File: src/rtl/vga_console_ctrl_pkg.sv
// Shared constants, state encodings and address helpers for the VGA text console write sequencer.
package vga_console_ctrl_pkg;

    localparam int unsigned COLS   = 80;
    localparam int unsigned ROWS   = 30;
    localparam int unsigned CELLS  = COLS * ROWS;
    localparam int unsigned ADDR_W = 12;
    localparam int unsigned COL_W  = 7;
    localparam int unsigned ROW_W  = 5;
    localparam int unsigned PHYS_W = ROW_W + 1;

    localparam logic [7:0] FILL_CHAR = 8'h20;
    localparam logic [7:0] CH_BS     = 8'h08;
    localparam logic [7:0] CH_LF     = 8'h0A;
    localparam logic [7:0] CH_FF     = 8'h0C;
    localparam logic [7:0] CH_CR     = 8'h0D;

    localparam logic [1:0] IDLE      = 2'd0;
    localparam logic [1:0] WRITE     = 2'd1;
    localparam logic [1:0] CLEAR_ROW = 2'd2;
    localparam logic [1:0] CLEAR_ALL = 2'd3;

    typedef struct packed {
        logic              we;
        logic [ADDR_W-1:0] addr;
        logic [7:0]        data;
    } vram_wr_t;

    // First cell of the physical row holding logical row `row`; wraps without a modulo operator.
    function automatic logic [ADDR_W-1:0] row_base(input logic [ROW_W-1:0] row,
                                                   input logic [ROW_W-1:0] scroll);
        logic [PHYS_W-1:0] phys;
        phys = {1'b0, row} + {1'b0, scroll};
        if (phys >= PHYS_W'(ROWS)) phys = phys - PHYS_W'(ROWS);
        return ADDR_W'(phys) * ADDR_W'(COLS);
    endfunction

    function automatic logic [ADDR_W-1:0] cell_addr(input logic [COL_W-1:0] col,
                                                    input logic [ROW_W-1:0] row,
                                                    input logic [ROW_W-1:0] scroll);
        return row_base(row, scroll) + ADDR_W'(col);
    endfunction

endpackage

File: src/rtl/vram_fill_engine.sv
// Issues `len` consecutive fill writes starting at `base`, then pulses done for one cycle.
module vram_fill_engine
    import vga_console_ctrl_pkg::*;
(
    input  logic              clk,
    input  logic              rst_n,
    input  logic              start,
    input  logic [ADDR_W-1:0] base,
    input  logic [ADDR_W-1:0] len,
    output logic              fill_we,
    output logic [ADDR_W-1:0] fill_addr,
    output logic              done
);

    logic [ADDR_W-1:0] remaining;

    // remaining counts writes still owed after the current one.
    always_ff @(posedge clk or negedge rst_n) begin
        if (!rst_n) begin
            fill_we   <= 1'b0;
            fill_addr <= '0;
            remaining <= '0;
            done      <= 1'b0;
        end else begin
            done <= 1'b0;
            if (start) begin
                fill_we   <= 1'b1;
                fill_addr <= base;
                remaining <= len - ADDR_W'(1);
            end else if (fill_we) begin
                if (remaining == '0) begin
                    fill_we <= 1'b0;
                    done    <= 1'b1;
                end else begin
                    fill_addr <= fill_addr + ADDR_W'(1);
                    remaining <= remaining - ADDR_W'(1);
                end
            end
        end
    end

endmodule

File: src/rtl/vga_console_ctrl.sv
// Byte-stream console: decodes characters/control codes into VRAM writes, tracks the cursor
// and scrolls by clearing one row and advancing scroll_row instead of copying VRAM.
module vga_console_ctrl
    import vga_console_ctrl_pkg::*;
(
    input  logic              clk_25mhz,
    input  logic              reset_n,
    input  logic [7:0]        in_data,
    input  logic              in_valid,
    output logic              in_ready,
    output logic              vram_we,
    output logic [ADDR_W-1:0] vram_waddr,
    output logic [7:0]        vram_wdata,
    output logic [ROW_W-1:0]  scroll_row,
    output logic [ADDR_W-1:0] cursor_addr,
    output logic              busy
);

    logic [1:0]        state_q, state_d;
    logic [COL_W-1:0]  col_q, col_d;
    logic [ROW_W-1:0]  row_q, row_d;
    logic [ROW_W-1:0]  scroll_d;
    vram_wr_t          wr_q, wr_d;
    logic              newline;

    logic              fill_start_c;
    logic [ADDR_W-1:0] fill_base_c;
    logic [ADDR_W-1:0] fill_len_c;
    logic              fill_we;
    logic [ADDR_W-1:0] fill_addr;
    logic              fill_done;

    vram_fill_engine u_fill (
        .clk       (clk_25mhz),
        .rst_n     (reset_n),
        .start     (fill_start_c),
        .base      (fill_base_c),
        .len       (fill_len_c),
        .fill_we   (fill_we),
        .fill_addr (fill_addr),
        .done      (fill_done)
    );

    assign vram_we    = wr_q.we;
    assign vram_waddr = wr_q.addr;
    assign vram_wdata = wr_q.data;

    // Fill engine starts on the accept cycle so a scroll costs exactly one extra slot plus COLS writes.
    always_comb begin
        state_d      = state_q;
        col_d        = col_q;
        row_d        = row_q;
        scroll_d     = scroll_row;
        wr_d         = '{we: 1'b0, addr: wr_q.addr, data: wr_q.data};
        newline      = 1'b0;
        fill_start_c = 1'b0;
        fill_base_c  = '0;
        fill_len_c   = '0;

        case (state_q)
            IDLE: begin
                if (in_valid && in_ready) begin
                    if (in_data >= 8'h20 && in_data <= 8'h7E) begin
                        wr_d    = '{we: 1'b1, addr: cursor_addr, data: in_data};
                        state_d = WRITE;
                        if (col_q == COL_W'(COLS - 1)) begin
                            col_d   = '0;
                            newline = 1'b1;
                        end else begin
                            col_d = col_q + COL_W'(1);
                        end
                    end else begin
                        case (in_data)
                            CH_LF: begin
                                col_d   = '0;
                                newline = 1'b1;
                                state_d = WRITE;
                            end
                            CH_CR: col_d = '0;
                            CH_BS: begin
                                if (col_q != '0) begin
                                    col_d   = col_q - COL_W'(1);
                                    wr_d    = '{we: 1'b1, addr: cursor_addr - ADDR_W'(1), data: FILL_CHAR};
                                    state_d = WRITE;
                                end
                            end
                            CH_FF: begin
                                fill_start_c = 1'b1;
                                fill_len_c   = ADDR_W'(CELLS);
                                state_d      = CLEAR_ALL;
                            end
                            default: ;
                        endcase
                    end

                    // Bottom row: the oldest physical row (at scroll_row) becomes the new bottom line.
                    if (newline) begin
                        if (row_q < ROW_W'(ROWS - 1)) begin
                            row_d = row_q + ROW_W'(1);
                        end else begin
                            fill_start_c = 1'b1;
                            fill_base_c  = row_base('0, scroll_row);
                            fill_len_c   = ADDR_W'(COLS);
                            state_d      = CLEAR_ROW;
                        end
                    end
                end
            end

            WRITE: state_d = IDLE;

            CLEAR_ROW, CLEAR_ALL: begin
                wr_d = '{we: fill_we, addr: fill_addr, data: FILL_CHAR};
                if (fill_done) begin
                    state_d = IDLE;
                    if (state_q == CLEAR_ROW) begin
                        scroll_d = (scroll_row == ROW_W'(ROWS - 1)) ? '0 : scroll_row + ROW_W'(1);
                    end else begin
                        col_d    = '0;
                        row_d    = '0;
                        scroll_d = '0;
                    end
                end
            end

            default: state_d = IDLE;
        endcase
    end

    always_ff @(posedge clk_25mhz or negedge reset_n) begin
        if (!reset_n) begin
            state_q     <= IDLE;
            col_q       <= '0;
            row_q       <= '0;
            scroll_row  <= '0;
            wr_q        <= '0;
            in_ready    <= 1'b1;
            busy        <= 1'b0;
            cursor_addr <= '0;
        end else begin
            state_q     <= state_d;
            col_q       <= col_d;
            row_q       <= row_d;
            scroll_row  <= scroll_d;
            wr_q        <= wr_d;
            in_ready    <= (state_d == IDLE);
            busy        <= (state_d != IDLE);
            cursor_addr <= cell_addr(col_d, row_d, scroll_d);
        end
    end

endmodule

File: config.mk
export PLATFORM = sky130hd
export DESIGN_NAME = vga_console_ctrl
export DESIGN_NICKNAME = d
export VERILOG_FILES = /design/src/rtl/vga_console_ctrl_pkg.sv /design/src/rtl/vram_fill_engine.sv /design/src/rtl/vga_console_ctrl.sv
export SDC_FILE = /design/constraint.sdc
export NUM_CORES = 1
export LEC_CHECK = 0
export CAP_MARGIN = 40
export CORE_ASPECT_RATIO = 1.25
export CORE_MARGIN = 2
export CORE_UTILIZATION = 60
export CTS_BUF_LIST = sky130_fd_sc_hd__clkbuf_2 sky130_fd_sc_hd__clkbuf_4 sky130_fd_sc_hd__clkbuf_8
export CTS_CLUSTER_SIZE = 28
export DETAILED_ROUTE_END_ITERATION = 16
export HOLD_SLACK_MARGIN = 0.03
export PLACE_DENSITY = 0.92
export SYNTH_ARGS = -nofsm -noshare
export SYNTH_HDL_FRONTEND = slang
export SYNTH_HIERARCHICAL = 1
export SYNTH_SLANG_ARGS = --single-unit
File: constraint.sdc
create_clock -name clk_25mhz -period 11.1 [get_ports clk_25mhz]
set_clock_uncertainty 0.2 [all_clocks]
set_input_delay 1.11 -clock clk_25mhz [delete_from_list [all_inputs] [get_ports clk_25mhz]]
set_output_delay 1.11 -clock clk_25mhz [all_outputs]
set_load 0.03 [all_outputs]
Word-level counts from Yosys, hierarchy flattened

Cells that the tools add are included.

Add/sub/neg operators: 12
$mul: 2
Div/mod/pow operators: 0
$lt $le $gt $ge: 5
Eq/ne operators: 13
Shift operators: 0
Multiplexer cells: 70
Bitwise logic cells: 0
Reduce and logical (&&, ||, !) cells: 13

Operator list:

| cell                                                                                | count |
|---|---|
| 12-bit two-way mux                                                                  | 16 |
| 21-bit two-way mux                                                                  | 4 |
| 5-bit two-way mux                                                                   | 9 |
| 7-bit two-way mux                                                                   | 6 |
| 21-bit one-hot mux with 2 select lines                                              | 1 |
| 6-bit two-way mux                                                                   | 6 |
| 12-bit by 1-bit subtractor with 12-bit output, second input constant                | 3 |
| 8-bit by 4-bit == test with 1-bit output, second input constant                     | 4 |
| 7-bit one-hot mux with 2 select lines                                               | 2 |
| 1-bit two-way mux                                                                   | 17 |
| 6-bit by 3-bit multiplier with 8-bit output, second input constant                  | 2 |
| 12-bit by 1-bit adder with 12-bit output, second input constant                     | 1 |
| 12-bit by 7-bit adder with 12-bit output                                            | 1 |
| 12-bit zero test                                                                    | 1 |
| 2-bit two-way mux                                                                   | 6 |
| 2-bit one-hot mux with 3 select lines                                               | 2 |
| 5-bit by 1-bit adder with 5-bit output, second input constant                       | 2 |
| 5-bit one-hot mux with 2 select lines                                               | 1 |
| 8-bit by 6-bit greater-or-equal comparator with 1-bit output, second input constant | 1 |
| 8-bit by 7-bit less-or-equal comparator with 1-bit output, second input constant    | 1 |
| 7-bit by 1-bit adder with 7-bit output, second input constant                       | 1 |
| 7-bit == test, second input constant                                                | 1 |
| 7-bit nonzero test                                                                  | 1 |
| 7-bit by 1-bit subtractor with 7-bit output, second input constant                  | 1 |
| 18 further kinds                                                                    | 25 |

Flip-flop bits (word level): 80
Bits in latches: 0
Memory bits (writable): 0
Memory bits (read-only): 0
Input port bits: 11
Word-level logic and storage cells: 129
Memories kept: 0

Longest topological paths before layout

Gate-level depths: netlist of the first run.

Depth in word-level cells: 14
Mapped depth: 22
Depth with buffers taken out: 21

By module

The synthesis of the first run kept the hierarchy.

By module, submodules not included:

| module           | times used | cells an instance | area each (sq um) |
|---|---|---|---|
| vga_console_ctrl | 1          | 429               | 3873.7 |
| vram_fill_engine | 1          | 198               | 1732.9 |

Worst setup path before layout of the first run

Ideal clock, no wire load.

Path type: in2reg
Start: input port in_data[1]
End: register cursor_addr[11]
Arrival time: 5.632 ns
Data required time: 10.766 ns
Setup slack: 5.134 ns
Cell stages on the path: 20
Buffers on the path: 2
Cells stage by stage: buf_2 > and3_1 > a21boi_1 > buf_2 > a21oi_1 > o211ai_1 > nand3_1 > ha_1 > fa_1 > a21o_1 > a21oi_1 > xor2_1 > o31ai_1 > mux2_2 > ha_1 > fa_1 > nand2_1 > nor2_1 > and3_1 > xnor3_1

Longest elaborated chain between the ends: 13
Elaborated cells on any way between the ends: 24
Those cells by class: add/sub: 3; mul: 1; order compare: 3; eq/ne: 3; mux: 12; reduce/logical: 2

Ends and longest elaborated chain:

| element                                                                                                                            | line                                           | RTL |
|---|---|---|
| start, declared                                                                                                                    | vga_console_ctrl.sv:8                          | `input logic [7:0] in_data,` |
| 8-bit by 6-bit greater-or-equal comparator with 1-bit output (tied with other cells)                                               | vga_console_ctrl.sv:63                         | `if (in_data >= 8'h20 && in_data <= 8'h7E) begin` |
| 1-bit logical AND / 1-bit two-way mux (equally long branches)                                                                      | vga_console_ctrl.sv:63, vga_console_ctrl.sv:73 |  |
| 1-bit two-way mux *                                                                                                                | vga_console_ctrl.sv:63                         |  |
| 1-bit two-way mux *                                                                                                                | vga_console_ctrl.sv:62                         | `if (in_valid && in_ready) begin` |
| 1-bit two-way mux *                                                                                                                | vga_console_ctrl.sv:60                         | `case (state_q)` |
| 5-bit two-way mux *                                                                                                                | vga_console_ctrl.sv:97                         | `if (newline) begin` |
| 5-bit two-way mux *                                                                                                                | vga_console_ctrl.sv:62                         |  |
| 5-bit one-hot mux with 2 select lines *                                                                                            | vga_console_ctrl.sv:60                         |  |
| via row_d[0]                                                                                                                       | vga_console_ctrl.sv:21                         | `logic [ROW_W-1:0] row_q, row_d;` |
| 5-bit by 5-bit adder with 6-bit output *                                                                                           | vga_console_ctrl_pkg.sv:33                     | `phys = {1'b0, row} + {1'b0, scroll};` |
| 6-bit by 5-bit subtractor with 6-bit output / 6-bit by 5-bit greater-or-equal comparator with 1-bit output (equally long branches) | vga_console_ctrl_pkg.sv:34                     | `if (phys >= PHYS_W'(ROWS)) phys = phys - PHYS_W'(ROWS);` |
| 6-bit two-way mux *                                                                                                                | vga_console_ctrl_pkg.sv:34                     |  |
| 6-bit by 3-bit multiplier with 8-bit output *                                                                                      | vga_console_ctrl_pkg.sv:35                     | `return ADDR_W'(phys) * ADDR_W'(COLS);` |
| 12-bit by 7-bit adder with 12-bit output *                                                                                         | vga_console_ctrl_pkg.sv:41                     | `return row_base(row, scroll) + ADDR_W'(col);` |
| end signal, assigned                                                                                                               | vga_console_ctrl.sv:148                        | `cursor_addr <= cell_addr(col_d, row_d, scroll_d);` |
| end, declared                                                                                                                      | vga_console_ctrl.sv:15                         | `output logic [ADDR_W-1:0] cursor_addr,` |

Mark *: on every way through the listed nets, which the timed path passes. The rest lies on a longest branch. The select of a mux whose other input is x is not followed.
A chain may end at the register's enable or synchronous reset.

Worst setup path after layout of the first run

Start: input port in_data[5]
End: register cursor_addr[11]

Same word-level chain as after synthesis.

==> impl_metrics.json, run 1 <==
{
  "min_period_ns": 6.80,
  "cp.required_ns": 11.14,
  "die_x_um": 90.5,
  "yosysSeqAreaShare_pct": 33.9,
  "top_layer_used": "met4",
  "syn_area_um2": 5610,
  "antenna_found_initial": 0,
  "clkPwrFrac_pct": 22.5,
  "htreeDepth": 3,
  "p_int_uw": 709,
  "hold_violations": 0,
  "crit_slowest_cell": "o31ai_1",
  "setup_violations": 0,
  "path_cells": "clkdlybuf4s50_1 -> nor4b_2 -> and4_1 -> a21o_1 -> nand4_1 -> a31oi_1 -> ha_1 -> a211oi_1 -> nor2_1 -> a21o_1 -> o31ai_1 -> mux2_2 -> ha_1 -> ha_1 -> fa_1 -> nand2_1 -> nor2_1 -> and3_1 -> xnor3_1",
  "hold_class": "reg -> reg",
  "rsz0062_at_grt": "false",
  "syn_avg_cell_area_um2": 8.94,
  "p_comb_share_pct": 40.9,
  "drt-met1-wl_mm": 5.95,
  "max_stage_delay_ns": 0.58,
  "cp-start-kind": "primary input",
  "endpoint_kind": "register",
  "route.met2.wl_mm": 8.08,
  "crit_family": "compound AO/OA/AOI/OAI gates",
  "diodes": 0,
  "ant_nets": 0,
  "synth_area_leaders": "dfrtp_1, ha_1, a21oi_1",
  "ys_ff_latch": 76,
  "clk_latency_ns": 0.37,
  "areaGrowthSynthToFinish_pct": 15.6,
  "synth_top_family_by_area": "compound AO/OA/AOI/OAI gates",
  "seq_area_um2": 1900,
  "routed-via-count": 5355,
  "setup_tns_ns": 0,
  "cts_root_buf": "clkbuf_8",
  "critPathArrivalTime_ns": 6.84,
  "cp_max_fo": 6,
  "synthTopCellsByCount": "dfrtp_1, a21oi_1, nand2_1",
  "fill_cells": 680,
  "p_sw_share_pct": 40.6,
  "worst_slew_pin_slew_ns": 0.793,
  "crit_type": "in -> reg",
  "status": "finished, final reports clean",
  "holdBufCountCts": 0,
  "clk_path_buf_depth": 2,
  "cts-resized-gates": 0,
  "synth_top_area_share_pct": 33.5,
  "ios": 51,
  "drt_iter0_drc": 504,
  "finalNetCount": 730,
  "power_uw": 1190,
  "synth_edf_count": 0,
  "fmax_ghz": 0.147,
  "period_share_pct": 61.3,
  "synth_compound_area_share_pct": 24.2,
  "clk_pin_slew_ns": 0.08,
  "postSynthCellCount": 627,
  "cp_common_cell": "ha_1",
  "cts_buffers": 9,
  "gp_congestion": 0.903,
  "drive_above_1_share_pct": 7.59,
  "synth_top_area_cell": "dfrtp_1",
  "yosysMostFrequentCell": "dfrtp_1",
  "wirelength_mm": 15.5,
  "synth.area.mux_share_pct": 1.52,
  "rows": 39,
  "synthFlopType": "dfrtp_1",
  "multi_input_area_um2": 3530,
  "grt_pass1_wl_mm": 25.4,
  "yosysWarnings": 6,
  "io_buffers": 50,
  "die_area_um2": 10100,
  "maxCapViolations": 0,
  "leakage_uw": 0.00281,
  "synthArstFlopShare_pct": 100,
  "post_cts_buffers": 0,
  "maxSlewViolCount": 0,
  "p_seq_share_pct": 36.6,
  "vias_per_cell": 6.63,
  "clkSinkCount": 76,
  "overflow": 0,
  "cp.buffers_inverters": 1,
  "drt-pass1-iter-count": 6,
  "grtUsageTotal_pct": 31.0,
  "grt_max_degree": 66,
  "dp_hpwl_mm": 11.0,
  "yosys.cell_types.count": 80,
  "yosys.area_share.adder_pct": 9.24,
  "synth_xor_area_share_pct": 4.62,
  "dieHeight_um": 112,
  "drc": 0,
  "routedWlPerCell_um": 19.1,
  "met3WireLength_um": 996,
  "p_sw_uw": 485,
  "cts_tree": "built",
  "vdd_ir_drop_max_uv": 109,
  "start_util_pct": 61.4,
  "relSlewSlack_pct": 46.4,
  "p_per_area_nw_per_um2": 184,
  "core_um2": 9130,
  "synth_simple_gate_area_share_pct": 22.0,
  "grt_pass1_vias": 5249
}
==> worst reg2reg max path, delay by kind of cell (launching register included) <==
family	cells	cell delay [ns]
fa+ha+maj	5	1.54
flops	1	0.48
simple gates	6	0.98
mux	1	0.43
compound gates	6	1.95
xor+xnor	1	0.23
==> path summary, 6_finish.rpt <==
check	cells after the start	from	to	slack, ns
max	19	in_data[5]	cursor_addr[11]	4.30
min	1	vram_wdata[7]	vram_wdata[7]	0.29
max reg2reg	19	register	cursor_addr[11]	5.17
min reg2reg	1	vram_wdata[7]	vram_wdata[7]	0.29
max in group asynchronous	2	reset_n	in_ready	9.72
min in group asynchronous	1	reset_n	asynchronous set/reset pin	0.37
==> power by group through the flow <==
stage / logic [uW] / registers, uW / clock network [uW]
floorplan: 279 / 469 / 0
global placement: 464 / 434 / 0
detailed placement: 481 / 438 / 0
CTS: 486 / 434 / 269
global route: 529 / 446 / 280
finish: 488 / 438 / 268
==> stage by stage <==
step                utilization (%)  setup slack, ns  instance area [um2]  hold WS [ns]  cells
floorplan                         -             5.13                 5680         0.269    647
global placement               68.0             4.39                 6200         0.270    791
detailed placement             68.3             4.00                 6230         0.272    792
CTS                            71.0             4.41                 6480         0.297    808
global route                   71.0             4.04                 6480         0.304    808
finish                         71.0             4.30                 6480         0.289    808
==> cell type report <==
cell class | instances | share of cell area [%]
repair buffers | 55 | 8.57
multi-input cells | 515 | 54.5
flip-flops and latches | 76 | 29.4
clock buffers | 10 | 2.12
inverters | 23 | 1.33
well taps | 123 | 2.37
clock inverters | 6 | 1.72
==> routing by layer <==
layer,vias up,global-route usage [%]
met3,53,7.05
met2,267,55.2
met1,2578,36.2
li1,2457,-
met4,0,12.4
met5,-,0
==> logic make-up after synthesis <==
kind of cell,count (synthesis)
AOI/OAI and AO/OA,200
DFF,76
adders and majority gates,39
muxes,8
buffers and inverters,56
and+or+nand+nor,219
other,1
xor gates and xnor gates,28
==> layout by cell type (no fill, tap or decap), types with 13 or more instances in the layout <==
| cell | synthesis | final |
|---|---|---|
| inv_1 | 23 | 23 |
| xor2_1 | 14 | 14 |
| nand3_1 | 23 | 23 |
| a21oi_1 | 44 | 44 |
| a21o_1 | 14 | 14 |
| nor3_1 | 20 | 20 |
| ha_1 | 35 | 35 |
| conb_1 | 1 | 21 |
| dfrtp_1 | 75 | 75 |
| nand2_1 | 40 | 40 |
| clkdlybuf4s50_1 | 0 | 49 |
| o21ai_0 | 38 | 38 |
| nor2_1 | 39 | 39 |
| xnor2_1 | 13 | 13 |
| or3_1 | 13 | 13 |
==> sequential cells by signal (all words and copies together) (netlist names), named ones only <==
register and count:
u_fill/remaining 12, u_fill/done 1, vram_wdata 8, scroll_row 5, cursor_addr 8, col_q 3, vram_we 1, row_q 5
vram_waddr 12, busy 1, state_q 2, u_fill/fill_we 1, u_fill/fill_addr 12, in_ready 1
(Power assumes the default switching activity.)
==> run 2, diff against run 1 <==
Settings changed: CORE_UTILIZATION 60 to 54, PLACE_DENSITY 0.92 to 0.88.
Clock period 11.1 ns to 5.85 ns, I/O delays scaled along.
==> impl_metrics.json, run 2 (synthesized netlist as in run 1, its figures left out) <==
{
  "status": "finished, final reports clean",
  "drt-pass1-iter-count": 5,
  "vias_per_cell": 6.39,
  "start_util_pct": 55.5,
  "cp-start-kind": "primary input",
  "relSlewSlack_pct": 47.4,
  "clkPwrFrac_pct": 17.4,
  "setup_violations": 0,
  "worst_slew_pin_slew_ns": 0.788,
  "max_stage_delay_ns": 0.49,
  "dp_hpwl_mm": 11.4,
  "p_sw_uw": 895,
  "dp.cells": 824,
  "endpoint_kind": "register",
  "drive_above_1_share_pct": 12.1,
  "p_seq_share_pct": 38.0,
  "ant_nets": 0,
  "cts_buffers": 9,
  "fill_cells": 795,
  "final_cells": 841,
  "post_cts_buffers": 0,
  "die_x_um": 95.1,
  "core_um2": 10100,
  "critPathArrivalTime_ns": 5.69,
  "cp_max_fo": 5,
  "maxSlewViolCount": 0,
  "grt_pass1_vias": 5202,
  "dieHeight_um": 118,
  "grt_pass1_wl_mm": 25.0,
  "clk_pin_slew_ns": 0.08,
  "power_uw": 2130,
  "hold_violations": 0,
  "design_area_um2": 6670,
  "multi_input_area_um2": 3590,
  "die_area_um2": 11200,
  "clk_path_buf_depth": 2,
  "clk_latency_ns": 0.36,
  "overflow": 0,
  "path_cells": "clkdlybuf4s50_1 -> nor4b_2 -> and4_2 -> a21oi_2 -> o211ai_1 -> nand3_1 -> ha_1 -> fa_1 -> a21o_1 -> a21oi_1 -> xor2_1 -> o31ai_4 -> buf_4 -> xor2_1 -> ha_1 -> ha_1 -> fa_1 -> a21o_1 -> a21oi_1 -> xnor3_1",
  "postPlaceCellArea_um2": 6430,
  "grtUsageTotal_pct": 27.8,
  "wirelength_mm": 15.3,
  "rows": 41,
  "period_share_pct": 96.6,
  "antenna_found_initial": 0,
  "cts_root_buf": "clkbuf_8",
  "min_period_ns": 5.65,
  "drt_iter0_drc": 424,
  "clkSinkCount": 76,
  "p_int_uw": 1240,
  "routed-via-count": 5377,
  "cp_common_cell": "ha_1",
  "cts_tree": "built",
  "areaGrowthSynthToFinish_pct": 18.9,
  "ios": 51,
  "p_per_area_nw_per_um2": 320,
  "seq_area_um2": 1900,
  "p_sw_share_pct": 42.0,
  "leakage_uw": 0.00292,
  "finalNetCount": 757,
  "fmax_ghz": 0.177,
  "hold_class": "reg -> reg",
  "final_cell_mix": "dfrtp_1, clkdlybuf4s50_1, a21oi_1",
  "diodes": 0,
  "cp.required_ns": 5.89,
  "htreeDepth": 3,
  "gp_congestion": 0.936,
  "crit_slowest_cell": "clkdlybuf4s50_1",
  "p_comb_share_pct": 44.7,
  "grt_max_degree": 44,
  "routedWlPerCell_um": 18.2,
  "maxCapViolations": 0,
  "crit_type": "in -> reg",
  "vdd_ir_drop_max_uv": 183,
  "drc": 0,
  "io_buffers": 50,
  "final_common_cell": "dfrtp_1"
}
-- run 2: cell types whose count changed in the layout (fill, tap and decap cells not counted), moves of 2 or more --
cell	delta
buf_4	+26
bufinv_16	-3
clkbuf_4	+3
a31oi_1	-2
o21ai_0	-2
o21ai_1	+2
-- run 2: final timing paths --
| check | start | endpoint | slack (ns) | cells past startpoint |
|---|---|---|---|---|
| min in group asynchronous | reset_n | vram_wdata[0] | 0.51 | 2 |
| min | vram_wdata[7] | vram_wdata[7] | 0.31 | 1 |
| min reg2reg | vram_wdata[7] | vram_wdata[7] | 0.31 | 1 |
| max in group asynchronous | reset_n | in_ready | 4.30 | 3 |
| max reg2reg | register | cursor_addr[11] | 0.27 | 20 |
| max | in_data[5] | cursor_addr[11] | 0.20 | 20 |
-- run 2: power groups by stage --
stage	Clock, uW	Sequential [uW]	Combinational, uW
2_1_floorplan	0	889	529
4_1_cts	374	805	941
3_5_place_dp	0	815	936
5_1_grt	399	823	1030
6_report	371	810	953
3_3_place_gp	0	807	904
-- run 2: final cells by class --
type                       instances  share of cell area [%]
inverter                          23                    1.30
multi-input combinational        515                    53.8
sequential                        76                    28.5
tap                              129                    2.42
clock buffer                      12                    2.20
timing repair buffer              82                    11.3
clock inverter                     4                   0.394
-- run 2: timing repair --
action	in CTS	in global routing
hold buffers	1	0
hold endpoints to repair	33	0
endpoints found under the setup margin	0	3
resized for setup	0	12
-- run 2: worst max-delay path, delay by kind of cell --
kind,cells,cell delay [ns]
AND/OR/NAND/NOR,3,0.80
adder cells (fa/ha/maj),5,1.61
buffers and inverters,2,0.67
AO/OA/AOI/OAI,7,1.33
XOR/XNOR,3,0.70
-- run 2: through the flow --
stage | hold slack, ns | setup TNS (ns) | setup slack [ns] | utilization (%)
2_1_floorplan | 0.0894 | 0 | 0.409 | -
3_3_place_gp | 0.273 | -0.00705 | -0.00705 | 63.4
3_5_place_dp | 0.279 | -0.532 | -0.331 | 63.6
4_1_cts | 0.303 | 0 | 0.0397 | 65.4
5_1_grt | 0.325 | -0.0178 | -0.0178 | 66.0
6_report | 0.307 | 0 | 0.200 | 66.0
-- run 2: per-layer routing --
metal	part of all wire, %	track usage [%]	wire [um]	vias to the layer above
li1	-	-	-	2509
met1	40	34.2	6160	2599
met2	51	47.7	7810	220
met3	5.7	4.10	867	49
met4	3.2	11.1	496	0
met5	0	0	0	-
